--- config.mk ---
export PLATFORM = sky130hd
export DESIGN_NAME = seq_divider
export DESIGN_NICKNAME = d
export VERILOG_FILES = /design/src/rtl/seq_divider.sv
export SDC_FILE = /design/constraint.sdc
export NUM_CORES = 1
export LEC_CHECK = 0
export CAP_MARGIN = 20
export CORE_ASPECT_RATIO = 1.75
export CORE_UTILIZATION = 51
export CTS_CLUSTER_DIAMETER = 60
export DETAILED_ROUTE_END_ITERATION = 10
export PLACE_DENSITY = 0.74
export SLEW_MARGIN = 0
export SYNTH_ARGS = -nofsm -noshare
export SYNTH_HDL_FRONTEND = slang
export SYNTH_SLANG_ARGS = --single-unit
--- constraint.sdc ---
create_clock -name i_clk -period 2.35 [get_ports i_clk]
set_clock_uncertainty 0.05 [all_clocks]
set_input_delay 0.47 -clock i_clk [delete_from_list [all_inputs] [get_ports i_clk]]
set_output_delay 0.47 -clock i_clk [all_outputs]
set_load 0.01 [all_outputs]
--- src/rtl/seq_divider.sv ---
// Iterative signed divider: restoring division, one quotient bit per cycle, valid/ready on both sides.
// Optional bypass for zero operands is built when SEQ_DIVIDER_EARLY_OUT_EN is defined.
module seq_divider #(
  parameter int DATAW = 8
) (
  input  logic             i_clk,
  input  logic             i_rst,
  input  logic             i_valid,
  output logic             o_ready,
  input  logic [DATAW-1:0] i_dataa,
  input  logic [DATAW-1:0] i_datab,
  output logic             o_valid,
  input  logic             i_ready,
  output logic [DATAW-1:0] o_quotient,
  output logic [DATAW-1:0] o_remainder,
  output logic             o_div_by_zero,
  output logic             o_overflow
);

  localparam int CW = $clog2(DATAW + 1);

  typedef enum logic [1:0] {IDLE, CALC, DONE} state_t;

  state_t           state_q;
  logic [DATAW-1:0] dvd_q;    // |a| shifting out MSB-first, quotient bits shifting in at LSB
  logic [DATAW-1:0] absb_q;
  logic [DATAW-1:0] rem_q;
  logic [DATAW-1:0] a_q;
  logic [CW-1:0]    cnt_q;
  logic             nega_q, negq_q, dz_q, ov_q;
  logic             ready_q, valid_q, dz_o_q, ov_o_q;
  logic [DATAW-1:0] quo_o_q, rem_o_q;

  logic             a_neg, b_neg, early;
  logic [DATAW-1:0] abs_a, abs_b;
  logic [DATAW:0]   shift_d, trial_d;
  logic [DATAW-1:0] rem_d, dvd_d, quo_fin_d, rem_fin_d;

  assign a_neg = i_dataa[DATAW-1];
  assign b_neg = i_datab[DATAW-1];
  assign abs_a = a_neg ? (-i_dataa) : i_dataa;
  assign abs_b = b_neg ? (-i_datab) : i_datab;

`ifdef SEQ_DIVIDER_EARLY_OUT_EN
  assign early = (i_datab == '0) || (i_dataa == '0);
`else
  assign early = 1'b0;
`endif

  always_comb begin
    shift_d = {rem_q, dvd_q[DATAW-1]};
    trial_d = shift_d - {1'b0, absb_q};
    rem_d   = trial_d[DATAW] ? shift_d[DATAW-1:0] : trial_d[DATAW-1:0];
    dvd_d   = {dvd_q[DATAW-2:0], ~trial_d[DATAW]};
    quo_fin_d = dz_q ? '1 : (negq_q ? (-dvd_q) : dvd_q);
    rem_fin_d = dz_q ? a_q : (nega_q ? (-rem_q) : rem_q);
  end

  always_ff @(posedge i_clk) begin
    if (i_rst) begin
      state_q <= IDLE;
      dvd_q   <= '0;
      absb_q  <= '0;
      rem_q   <= '0;
      a_q     <= '0;
      cnt_q   <= '0;
      nega_q  <= 1'b0;
      negq_q  <= 1'b0;
      dz_q    <= 1'b0;
      ov_q    <= 1'b0;
      ready_q <= 1'b1;
      valid_q <= 1'b0;
      quo_o_q <= '0;
      rem_o_q <= '0;
      dz_o_q  <= 1'b0;
      ov_o_q  <= 1'b0;
    end else begin
      case (state_q)
        IDLE: if (i_valid) begin
          dvd_q   <= abs_a;
          absb_q  <= abs_b;
          rem_q   <= '0;
          a_q     <= i_dataa;
          nega_q  <= a_neg;
          negq_q  <= a_neg ^ b_neg;
          dz_q    <= (i_datab == '0);
          ov_q    <= (i_dataa == {1'b1, {(DATAW-1){1'b0}}}) && (i_datab == '1);
          // A zero operand already holds its final q/r, so zero iterations are needed
          cnt_q   <= early ? '0 : CW'(DATAW);
          ready_q <= 1'b0;
          state_q <= CALC;
        end
        CALC: if (cnt_q != '0) begin
          rem_q <= rem_d;
          dvd_q <= dvd_d;
          cnt_q <= cnt_q - 1'b1;
        end else begin
          quo_o_q <= quo_fin_d;
          rem_o_q <= rem_fin_d;
          dz_o_q  <= dz_q;
          ov_o_q  <= ov_q;
          valid_q <= 1'b1;
          state_q <= DONE;
        end
        DONE: if (i_ready) begin
          valid_q <= 1'b0;
          ready_q <= 1'b1;
          state_q <= IDLE;
        end
        default: state_q <= IDLE;
      endcase
    end
  end

  assign o_ready       = ready_q;
  assign o_valid       = valid_q;
  assign o_quotient    = quo_o_q;
  assign o_remainder   = rem_o_q;
  assign o_div_by_zero = dz_o_q;
  assign o_overflow    = ov_o_q;

endmodule

Yosys cells after proc, flatten, opt, wreduce, memory -nomap -nowiden
Cells that the tools add are included.
Operators by class
  add/sub/neg operators: 6
  bitwise gates (word level): 3
  reduce and logical (&&, ||, !) cells: 13
  equality and inequality tests: 8
  muxes and demuxes: 26
Operator list (number)
  8-bit two-way mux: 11
  8-bit negator: 4
  8-bit one-hot mux with 2 select lines: 2
  8-bit == test (second input constant): 2
  3-bit AND reduction: 4
  9-bit by 8-bit subtractor with 9-bit output: 1
  8-bit logical NOT: 1
  4-bit two-way mux: 2
  2-bit != test (second input constant): 4
  4-bit one-hot mux with 2 select lines: 1
  2-bit two-way mux: 3
  2-bit one-hot mux with 3 select lines: 1
  2-bit nonzero test: 3
  1-bit two-way mux: 4
  1-bit one-hot mux with 2 select lines: 2
  2-bit AND reduction: 2
  4-bit nonzero test: 1
  4-bit by 1-bit subtractor with 4-bit output (second input constant): 1
  2-bit by 1-bit == test with 1-bit output (second input constant): 1
  2-bit == test (second input constant): 1
  2-bit logical NOT: 1
  1-bit inverter: 2
  1-bit logical AND: 1
  1-bit bitwise XOR: 1
Word-level totals
  input bits: 20
  register bits after elaboration: 62

Logic depth before layout (Yosys ltp)
  depth after elaboration: 4
  depth in mapped cells: 10
  mapped depth without buffers: 9

Least setup slack after synthesis
Ideal clock, no wire load.
  path type: reg2reg
  start point: register dvd_q[7]
  end point: register rem_q[4]
  buffers on the path: 0
  arrival: 2339 ps
  path slack: -101 ps
  library setup time: 62 ps
  stages on the path, launching flop included: 10
  required time: 2238 ps
  path through: dfxtp_1 inv_1 ha_1 fa_1 nand2b_1 a211oi_2 mux2i_1 nor2_1 or4_1 nand3_1
On the way
  longest elaborated chain between the ends: 4
RTL lines
  from (decl): RTL line 25  | logic [DATAW-1:0] dvd_q;
  from (signal assigned): RTL line 80  | dvd_q <= abs_a;
  from (signal assigned): RTL line 95  | dvd_q <= dvd_d;
  9-bit by 8-bit subtractor with 9-bit output: RTL line 52  | trial_d = shift_d - {1'b0, absb_q};
  8-bit two-way mux: RTL line 53  | rem_d = trial_d[DATAW] ? shift_d[DATAW-1:0] : trial_d[DATAW-1:0];
  8-bit two-way mux: RTL line 93  | CALC: if (cnt_q != '0) begin
  8-bit one-hot mux with 2 select lines: RTL line 78  | case (state_q)
  to (signal assigned): RTL line 94  | rem_q <= rem_d;
  to (decl): RTL line 27  | logic [DATAW-1:0] rem_q;
Every way passes these cells. The select of a mux whose other input is x is not followed.
A chain may end at the register's enable or synchronous reset.

Worst setup path after layout
Ends and elaborated chain as after synthesis.

==> metrics.yaml <==
synthesis:
  netlist_top_cells_count: "nand2_1 (67), dfxtp_1 (61), nor2_1 (44)"
  synthMuxAreaShare: 0.0206
  synth_edf_count: 0
  synth_compound_gate_area_share: 0.192
  synth-async-reset-ratio: 0
  synthTopCellsByArea: "dfxtp_1 (36%), nand2_1 (7.4%), a21oi_1 (5.6%)"
  synth_xor_area_frac: 0.0721
  yosys_warnings: 0
  synth_fa_ha_area_frac: 0.0611
  synth-main-ff-cell: "dfxtp_1"
  ys_ff_latch: 61
  synth.top_cell.area_share: 0.359
  synth_most_common_cell: "nand2_1"
  synth.distinct_cells: 48
  synth_top_family_by_area: "simple AND/OR/NAND/NOR gates"
  synth_top_area_cell: "dfxtp_1"
  ys_seq_area_frac: 0.359
  syn_inst: 437
  yosys.area_share.simple: 0.240
  syn_nets: 473
  synth.avg_cell_area_sq_um: 7.78
  netlist_area_sq_um: 3400
finish:
  multi_input_area_sq_um: 2040
  register_area_sq_um: 1220
  n_antenna_cell: 0
  layout-drive-gt1-share: 0.133
  stdcell_count: 580
  area_delta_synth_final_pct: 29.6
  fin_nets: 529
  fin_util: 0.679
  fill_cells: 562
clocking:
  htreeDepth: 3
  clkSlewWorstSetupHoldPaths_ps: 50
  clk_latency_ps: 330
  cts_tree: "done"
  cts-buffers-inserted: 9
  root_buffer: "clkbuf_16"
  clock_sinks: 61
  cts_max_path_buffers: 2
  hold_buffers: 0
timing:
  finalMaxSlewViolations: 0
  rsz0062_at_grt: "yes"
  max_freq_ghz: 0.432
  tightest_slew_ps: 542
  min_period_ps: 2320
  setup_violations: 0
  hold_viol_final: 0
  slew_headroom: 0.637
  post-route-period-util: 0.986
placed_design:
  gp_congestion: 0.834
  dp_hpwl_microns: 6670
  port_buffers: 39
  dp_cells: 563
routing:
  drcViolationCount: 0
  drt_wl_total_microns: 8850
  num_vias: 3215
  viasPerCell: 5.54
  firstDrtPassIters: 7
  wl_per_cell_microns: 15.3
  ant_nets: 0
  drt-initial-drc-count: 217
hold_path:
  hold_path_class: "register to register"
  worstHoldStart: "o_div_by_zero"
pwr:
  power_leakage_nw: 1.70
  internal-power_mw: 2.48
  peakVddDrop_mv: 0.508
  p_per_area_nw_per_um2: 782
  swShare: 0.279
  combPwrFrac: 0.237
  clkPwrFrac: 0.417
  p_seq_frac: 0.346
  switching_power_mw: 0.963
critical_path:
  cp.required_ps: 2570
  crit_slowest_cell: "or4_1"
  worstSetupStartpoint: "dvd_q[7]"
  critPathTopFamily: "simple AND/OR/NAND/NOR gates"
  critical_path.max_fanout: 3
  critPathBufInv: 1
  rr_startpoint: "dvd_q[7]"
  cp-end-kind: "register"
  crit_chain: "inv_2, ha_4, fa_2, nand2b_4, a211oi_4, mux2i_2, nor2_2, or4_1, nand3_1"
  critPathLaunchType: "register"
  arrival_ps: 2540
  critical_path_class: "register to register"
  max_stage_delay_ps: 460
die:
  io_pins: 40
  die_h_microns: 110
  die_area_sq_um: 7010
  rows: 39
  core_area_sq_um: 6490
  die_w_microns: 63.7
  start_util: 0.524
global_routing:
  grt_pass1_vias: 3178
  grt_pass1_wl_microns: 14500
  busiest_layer: "met2"
  antenna_found_initial: 0
  grtUsageMet2: 0.522
  grt_max_degree: 30
  gr-total-overflow: 0
  grt_util_met3: 0.0504
  grt_use_met1: 0.266
  grt_use_total: 0.272
status:
  status: "completed"
run:
  cap_violations: 0
-- power groups by stage --
stage,clock [mW],sequential [mW],combinational [mW]
finish,1.44,1.19,0.817
global route,1.51,1.20,0.902
CTS,1.45,1.19,0.796
detailed placement,0,1.21,0.785
global placement,0,1.21,0.766
floorplan,0,1.20,0.513
-- per-stage QoR --
step	area, sq um	hold slack, ps	setup slack (ps)	total power [mW]	setup TNS [ps]
2_1_floorplan	3420	382	2.63	1.71	0
3_3_place_gp	4040	393	-40.1	1.97	-65.2
3_5_place_dp	4040	398	-154	2.00	-598
4_1_cts	4370	406	18.0	3.44	0
5_1_grt	4400	425	-76.9	3.61	-318
6_report	4400	404	33.4	3.45	0
-- final timing paths --
kind              endpoint  slack (ps)  cells after the start
min          o_div_by_zero         400                      2
min reg2reg  o_div_by_zero         400                      2
max               rem_q[4]          30                      9
max reg2reg       rem_q[4]          30                      9
-- kinds of logic after synthesis --
group,count (synthesis)
adder cells (fa/ha/maj),16
flip-flops,61
multiplexers,7
XOR/XNOR,28
AO/OA/AOI/OAI,101
AND/OR/NAND/NOR,177
buffers and inverters,47
-- tightest hold or removal path, stage by stage (launching register included) --
cell and delay [ps]:
dfxtp_1 300, nand2_1 50, a21oi_1 50
-- layout make-up --
cell class | count | area share
Sequential cell | 61 | 0.278
Clock inverter | 4 | 0.0159
Tap cell | 82 | 0.0233
Inverter | 22 | 0.0188
Clock buffer | 12 | 0.0582
Timing Repair Buffer | 70 | 0.143
Multi-Input combinational cell | 329 | 0.463
-- flip-flops by register name (all words and copies together), names as in the netlist, 2 cells and up --
register,cells
a_q,8
absb_q,8
cnt_q,4
dvd_q,8
o_quotient,8
o_remainder,8
rem_q,8
state_q,2
-- timing repair --
item,CTS,global route
gates resized for setup,1,9
pin swaps,1,6
setup endpoints to repair,7,8
setup buffers,0,1
-- metal layers --
| metal | up-vias | wire length, microns |
|---|---|---|
| li1 | 1612 | - |
| met1 | 1494 | 3270 |
| met2 | 75 | 4880 |
| met3 | 34 | 260 |
| met4 | 0 | 436 |
| met5 | - | 0 |
-- layout by cell type (no fill, tap or decap), types with 7 or more instances in the layout --
cell             synthesis  layout
clkdlybuf4s50_1          0      38
xnor2_1                 17      17
nor2_1                  44      43
o31ai_1                  7       7
nand2_1                 67      66
a21oi_1                 38      38
o21ai_0                 17      14
inv_1                   22      21
nor3_1                  24      24
a211oi_1                12      12
nand3_1                  8       8
buf_4                    0      30
ha_1                    15      14
dfxtp_1                 61      60
xor2_1                  11      11
clkbuf_16                0       9
nand2b_1                11      10
No activity file was read; power rests on OpenSTA's default activity.
